## src/rtl/tilt_detector.sv

```systemverilog
// tilt_detector: moving-average tilt classifier with enter/exit hysteresis
// and a consecutive-candidate debounce on the reported direction.
module tilt_detector #(
    parameter int unsigned WIN_LOG2 = 2,
    parameter logic [15:0] TH_ENTER = 16'd200,
    parameter logic [15:0] TH_EXIT  = 16'd120,
    parameter int unsigned HOLD     = 3
) (
    input  logic        clk,
    input  logic        rst,
    input  logic        sample_valid,
    input  logic [15:0] abs_x,
    input  logic [15:0] abs_y,
    input  logic        neg_x,
    input  logic        neg_y,
    output logic [15:0] avg_x,
    output logic [15:0] avg_y,
    output logic [2:0]  dir,
    output logic        dir_changed,
    output logic        win_full,
    output logic        overrun
);

    localparam int unsigned N  = 1 << WIN_LOG2;
    localparam int unsigned SW = 17 + WIN_LOG2;
    localparam int unsigned CW = $clog2(HOLD + 1);

    localparam logic [2:0] D_CENTER = 3'd0;
    localparam logic [2:0] D_RIGHT  = 3'd1;
    localparam logic [2:0] D_LEFT   = 3'd2;
    localparam logic [2:0] D_UP     = 3'd3;
    localparam logic [2:0] D_DOWN   = 3'd4;

    typedef enum logic [1:0] {
        IDLE,
        UPDATE,
        CLASSIFY
    } state_e;

    state_e state_q, state_d;

    logic signed [16:0]   smp_x_q, smp_x_d;
    logic signed [16:0]   smp_y_q, smp_y_d;
    logic signed [16:0]   buf_x_q [N];
    logic signed [16:0]   buf_y_q [N];
    logic signed [SW-1:0] sum_x_q, sum_x_d, sum_x_nx;
    logic signed [SW-1:0] sum_y_q, sum_y_d, sum_y_nx;
    logic [WIN_LOG2-1:0]  wr_ptr_q, wr_ptr_d;
    logic [WIN_LOG2:0]    fill_q, fill_d;
    logic                 win_full_q, win_full_d;
    logic [15:0]          avg_x_q, avg_x_d;
    logic [15:0]          avg_y_q, avg_y_d;
    logic [2:0]           dir_q, dir_d;
    logic [2:0]           prev_q, prev_d;
    logic [CW-1:0]        cnt_q, cnt_d, cnt_nx;
    logic                 chg_q, chg_d;
    logic                 ovr_q, ovr_d;
    logic                 buf_we;

    logic signed [16:0]   vx, vy;
    logic [16:0]          mag_x, mag_y;
    logic                 hold_ok, x_wins;
    logic [2:0]           cand;

    function automatic logic signed [16:0] to_s17(
        input logic [15:0] mag,
        input logic        neg
    );
        logic [16:0] m;
        if (neg) begin
            m = (mag > 16'h8000) ? 17'h08000 : {1'b0, mag};
            to_s17 = -m;
        end else begin
            m = (mag > 16'h7FFF) ? 17'h07FFF : {1'b0, mag};
            to_s17 = m;
        end
    endfunction

    always_comb begin
        state_d = state_q;
        unique case (state_q)
            IDLE:     if (sample_valid) state_d = UPDATE;
            UPDATE:   state_d = CLASSIFY;
            CLASSIFY: state_d = IDLE;
            default:  state_d = IDLE;
        endcase
    end

    always_ff @(posedge clk) begin
        if (rst) state_q <= IDLE;
        else     state_q <= state_d;
    end

    assign sum_x_nx = sum_x_q + SW'(smp_x_q) - SW'(buf_x_q[wr_ptr_q]);
    assign sum_y_nx = sum_y_q + SW'(smp_y_q) - SW'(buf_y_q[wr_ptr_q]);

    // 17-bit magnitudes so that |-32768| compares as 32768
    always_comb begin
        vx    = {avg_x_q[15], avg_x_q};
        vy    = {avg_y_q[15], avg_y_q};
        mag_x = avg_x_q[15] ? -vx : vx;
        mag_y = avg_y_q[15] ? -vy : vy;
        unique case (1'b1)
            dir_q == D_RIGHT: hold_ok = !avg_x_q[15] && mag_x >= {1'b0, TH_EXIT};
            dir_q == D_LEFT:  hold_ok =  avg_x_q[15] && mag_x >= {1'b0, TH_EXIT};
            dir_q == D_UP:    hold_ok = !avg_y_q[15] && mag_y >= {1'b0, TH_EXIT};
            dir_q == D_DOWN:  hold_ok =  avg_y_q[15] && mag_y >= {1'b0, TH_EXIT};
            default:          hold_ok = 1'b0;
        endcase
        x_wins = mag_x >= mag_y;
        cand   = D_CENTER;
        if (hold_ok)
            cand = dir_q;
        else if (x_wins && mag_x >= {1'b0, TH_ENTER})
            cand = avg_x_q[15] ? D_LEFT : D_RIGHT;
        else if (!x_wins && mag_y >= {1'b0, TH_ENTER})
            cand = avg_y_q[15] ? D_DOWN : D_UP;
        cnt_nx = (cand == prev_q) ? cnt_q + 1'b1 : CW'(1);
    end

    always_comb begin
        smp_x_d    = smp_x_q;
        smp_y_d    = smp_y_q;
        sum_x_d    = sum_x_q;
        sum_y_d    = sum_y_q;
        wr_ptr_d   = wr_ptr_q;
        fill_d     = fill_q;
        win_full_d = win_full_q;
        avg_x_d    = avg_x_q;
        avg_y_d    = avg_y_q;
        dir_d      = dir_q;
        prev_d     = prev_q;
        cnt_d      = cnt_q;
        chg_d      = 1'b0;
        buf_we     = 1'b0;
        ovr_d      = ovr_q | (sample_valid & (state_q != IDLE));
        unique case (state_q)
            IDLE: begin
                if (sample_valid) begin
                    smp_x_d = to_s17(abs_x, neg_x);
                    smp_y_d = to_s17(abs_y, neg_y);
                end
            end
            UPDATE: begin
                buf_we   = 1'b1;
                sum_x_d  = sum_x_nx;
                sum_y_d  = sum_y_nx;
                wr_ptr_d = wr_ptr_q + 1'b1;
                // low 16 bits of sum >>> WIN_LOG2
                avg_x_d  = sum_x_nx[WIN_LOG2 +: 16];
                avg_y_d  = sum_y_nx[WIN_LOG2 +: 16];
                if (!win_full_q) begin
                    fill_d = fill_q + 1'b1;
                    if (fill_q == (WIN_LOG2 + 1)'(N - 1)) win_full_d = 1'b1;
                end
            end
            CLASSIFY: begin
                if (win_full_q) begin
                    prev_d = cand;
                    if (cand == dir_q) begin
                        cnt_d = '0;
                    end else if (cnt_nx >= CW'(HOLD)) begin
                        dir_d = cand;
                        chg_d = 1'b1;
                        cnt_d = '0;
                    end else begin
                        cnt_d = cnt_nx;
                    end
                end
            end
            default: ;
        endcase
    end

    always_ff @(posedge clk) begin
        if (rst) begin
            smp_x_q    <= '0;
            smp_y_q    <= '0;
            sum_x_q    <= '0;
            sum_y_q    <= '0;
            wr_ptr_q   <= '0;
            fill_q     <= '0;
            win_full_q <= 1'b0;
            avg_x_q    <= '0;
            avg_y_q    <= '0;
            dir_q      <= D_CENTER;
            prev_q     <= D_CENTER;
            cnt_q      <= '0;
            chg_q      <= 1'b0;
            ovr_q      <= 1'b0;
            for (int i = 0; i < N; i++) begin
                buf_x_q[i] <= '0;
                buf_y_q[i] <= '0;
            end
        end else begin
            smp_x_q    <= smp_x_d;
            smp_y_q    <= smp_y_d;
            sum_x_q    <= sum_x_d;
            sum_y_q    <= sum_y_d;
            wr_ptr_q   <= wr_ptr_d;
            fill_q     <= fill_d;
            win_full_q <= win_full_d;
            avg_x_q    <= avg_x_d;
            avg_y_q    <= avg_y_d;
            dir_q      <= dir_d;
            prev_q     <= prev_d;
            cnt_q      <= cnt_d;
            chg_q      <= chg_d;
            ovr_q      <= ovr_d;
            if (buf_we) begin
                buf_x_q[wr_ptr_q] <= smp_x_q;
                buf_y_q[wr_ptr_q] <= smp_y_q;
            end
        end
    end

    assign avg_x       = avg_x_q;
    assign avg_y       = avg_y_q;
    assign dir         = dir_q;
    assign dir_changed = chg_q;
    assign win_full    = win_full_q;
    assign overrun     = ovr_q;

endmodule

```

## config.mk

```make
export PLATFORM = sky130hd
export DESIGN_NAME = tilt_detector
export DESIGN_NICKNAME = d
export VERILOG_FILES = /design/src/rtl/tilt_detector.sv
export SDC_FILE = /design/constraint.sdc
export NUM_CORES = 1
export LEC_CHECK = 0
export CORE_MARGIN = 4
export CORE_UTILIZATION = 65
export DETAILED_ROUTE_END_ITERATION = 16
export MAX_ROUTING_LAYER = met4
export PLACE_DENSITY = 0.88
export SYNTH_ARGS = -nofsm -noshare
export SYNTH_HDL_FRONTEND = slang
export SYNTH_SLANG_ARGS = --single-unit
```

## constraint.sdc

```tcl
create_clock -name clk -period 15.25 [get_ports clk]
set_input_delay 3.05 -clock clk [delete_from_list [all_inputs] [get_ports clk]]
set_output_delay 3.05 -clock clk [all_outputs]
set_load 0.01 [all_outputs]
```

==> summary by stage <==
Floorplan
For this configuration, the core starts out at a cell density of 0.671. The floorplan core area is 21300 µm². In this run the core area contains between 50 and 60 standard-cell rows. The total I/O pin count is 75.

The floorplan die area is ~24000 µm². In this run the vertical extent of the chip is around 160 µm. Measured along the x axis, the die boundary spans around 160 µm.

Timing
For the pin with the worst max-slew slack, the measured transition is approximately 1.2 ns. The final critical-path setup slack is about 9.1 ns. The max-slew violation count is 0. Setup repair after global routing left no endpoint under its margin. Summed over all failing endpoints, the final setup total negative slack is 0 ns. Setup violations remaining at the end of the flow were counted as 0. Measured against its own limit, the worst slew margin works out to 0.214. Dividing the final minimum period by the clock period gives 0.406. Clock skew on the completed layout was measured at roughly 0.024 ns. For the finished layout, the period the worst path requires is 6.19 ns. The tightest hold margin is 0.451 ns. The final hold violation count was 0. The maximum achievable frequency is 162 MHz.

Pwr
Summed over all cells, the static leakage comes to between 5 and 6 nW. The power density normalized to cell area is approximately 130 nW/µm². The peak supply drop is 0.0000666 V.

Route
The met3 wire length is roughly 4.3 mm. The total detailed-routing wirelength is 39.3 mm. In this run the remaining antenna-violating nets after routing total 0.

The number of iterations in the first detailed-routing pass is 6. The detailed router finished its first iteration with about 1400 violations. The routed layout has 11678 vias. Using the TritonRoute via totals, the vias-per-cell ratio works out to 6.58.

The wire length on met2 is 18.5 mm. The wire length on met1 is approximately 15 mm. The highest layer used for signal routing is met4.

For this run, design rule violations remaining after detail routing come to 0. After detailed routing, the average wire length per cell comes to between 20 and 25 µm.

Flow run
The max-cap violation count is 0.

Logic synthesis
The cell count after synthesis is around 1500. In this run, synthesis inferred between 100 and 150 flip-flops with an integrated enable. The share of the Yosys chip area taken by registers is 0.412. The top cell type by total area after synthesis is sky130_fd_sc_hd__edfxtp_1. The commonest cells after synthesis are sky130_fd_sc_hd__inv_1, sky130_fd_sc_hd__edfxtp_1, sky130_fd_sc_hd__nand2_1.

During synthesis, Yosys emitted a total of 0 warnings. The synthesized design contains 226 register bits. A synthesized cell averages between 9 and 10 µm².

After synthesis, the cell types taking the most area are sky130_fd_sc_hd__edfxtp_1, sky130_fd_sc_hd__dfxtp_1, sky130_fd_sc_hd__mux4_2. Of the post-synthesis cell area, the dominant cell type holds 0.286. In the synthesized netlist the dominant register cell turns out to be sky130_fd_sc_hd__edfxtp_1. The synthesized netlist occupies a cell area of between 10000 and 15000 µm². The post-synthesis net count is about 1600. The most frequent cell after synthesis is sky130_fd_sc_hd__inv_1.

In the synthesized netlist the async set-or-reset flop fraction comes to 0. The number of different library cells used by synthesis comes to 81.

Worst setup path
The critical-path maximum fanout is 10. The critical path is of the input port to register type. The worst setup path is captured at a register.

At the worst endpoint, the required time is between 15 and 20 ns. STA classifies the critical path startpoint as an input port. The arrival time at the worst endpoint is around 6.6 ns.

Cells and area
The area growth from synthesis to final layout is 9.93%. Of the cells placed in the final design, the portion with a size suffix greater than 1 is 0.0781. The post-route standard cell area excluding fillers is between 15000 and 20000 µm². After the flow finishes, the layout carries non-filler instances totaling around 1800.

The final layout net count is ~1600. The count of antenna diodes in the layout is 0.

Worst hold path
The path category of the worst min-delay check is register to register.

CTS
The quantity of hold-fixing buffers added after cts is 0. In this run the number of H-tree levels came out at 1. The library cell used as clock root buffer is sky130_fd_sc_hd__clkbuf_16. CTS saw between 200 and 250 sinks. At the later pin of the worst-skew pair, clock insertion delay measures 0.53 ns. The number of setup buffers added after CTS is 0. After clock tree synthesis, the clock-pin slew on the worst setup and hold paths is about 0.06 ns. The number of clock buffers added by TritonCTS is 24. The worst-case clock buffer depth is 3.

The number of gates resized after CTS is 0. TritonCTS built the clock tree.

Place
Routability-driven placement finished with a final weighted congestion of between 0.8 and 0.9. Once placement finished, the instance area stood at about 15000 µm². The worst slack after detailed placement is approximately 8.6 ns. The instance count after placement with tap cells included is 1730. The HPWL after detailed placement is around 25 mm. The number of input and output port buffers inserted is 74.

Global route
The wire length of the first global-routing pass is roughly 62 mm. The initial antenna violation count was 0. Entering global routing, the biggest net connects around 110 pins. Across every metal layer, demand over resource in global routing totals 0.332. The leftover overflow at the end of global routing is 0. The via count of the first global-routing pass is approximately 12000.

Run status
The run finished with clean final reports.
==> report_power, final <==
group          internal [mW]  switching, mW
combinational          0.309          0.444
clock                  0.322          0.250
sequential             0.686         0.0485
total                   1.32          0.743
==> kinds of logic (layout without fill, tap and decap cells) <==
group	after synthesis	after routing	share of synthesized area
flops	226	226	0.412
simple gates	484	484	0.172
buf+inv	284	300	0.0836
other cells	2	2	0.000526
compound gates	287	287	0.131
xor+xnor	63	63	0.0400
fa+ha+maj	95	95	0.101
mux	42	42	0.0595
==> layout by cell type (no fill, tap or decap), drive strengths merged, types with 9 or more instances in the layout <==
cell type and n:
inv 169, edfxtp 136, nand2 125, a21oi 106, nor2 104, dfxtp 90
clkdlybuf4s50 73, ha 61, o21ai 54, xnor2 53, nor4 53, nor3 52
and2 44, mux4 34, fa 34, clkbuf 32, or3 18, a211oi 18
nand3 14, o31ai 14, o211ai 13, nand2b 13, buf 12, clkinv 11
xor2 10, or2 10, nand4 9, a31oi 9
==> registers in the layout, summed over array words and instances (netlist names), 2 cells and up, named ones only <==
signal and flops:
smp_x_q 17, cnt_q 2, state_q 2, wr_ptr_q 2, prev_q 3, dir 3, buf_y_q 68, smp_y_q 17
fill_q 3, sum_y_q 18, sum_x_q 18, buf_x_q 68
==> per-layer routing <==
layer / GRT usage / up-vias
met5: - / -
met3: 0.0567 / 169
met2: 0.530 / 784
met1: 0.422 / 5502
met4: 0.145 / 0
li1: - / 5223
==> final cells by class <==
class / count / area (µm²)
multi-input combinational: 973 / 7250
sequential: 226 / 5890
fill: 1374 / 5590
timing repair buffer: 85 / 821
clock buffer: 32 / 662
inverter: 171 / 642
tap: 275 / 344
clock inverter: 12 / 88.8
==> critical path, cell delays in order <==
cell                              delay [ns]
sky130_fd_sc_hd__clkdlybuf4s50_1        0.50
sky130_fd_sc_hd__or3_1                  0.42
sky130_fd_sc_hd__nor4b_1                0.53
sky130_fd_sc_hd__nand3_1                0.23
sky130_fd_sc_hd__nand2_1                0.32
sky130_fd_sc_hd__nand2_1                0.15
sky130_fd_sc_hd__ha_1                   0.25
sky130_fd_sc_hd__a21boi_0               0.17
sky130_fd_sc_hd__o21a_1                 0.21
sky130_fd_sc_hd__o21ai_0                0.19
sky130_fd_sc_hd__nand2_1                0.12
sky130_fd_sc_hd__xnor2_1                0.17
sky130_fd_sc_hd__o211ai_1               0.17
sky130_fd_sc_hd__a21oi_1                0.09
==> final timing paths <==
path / end / slack, ns / startpoint / cells past startpoint
worst max-delay path: smp_y_q[12] / 9.06 / abs_y[2] / 14
worst max register to register: sum_y_q[17] / 9.83 / register / 15
worst min-delay path: overrun / 0.45 / overrun / 2
worst min register to register: overrun / 0.45 / overrun / 2
==> per-stage QoR <==
stage	utilization	total power, mW
3_3_place_gp	0.702	1.43
3_5_place_dp	0.702	1.46
5_1_grt	0.737	2.17
2_1_floorplan	-	1.29
6_report	0.737	2.06
4_1_cts	0.737	2.05
(Power assumes the default switching activity.)
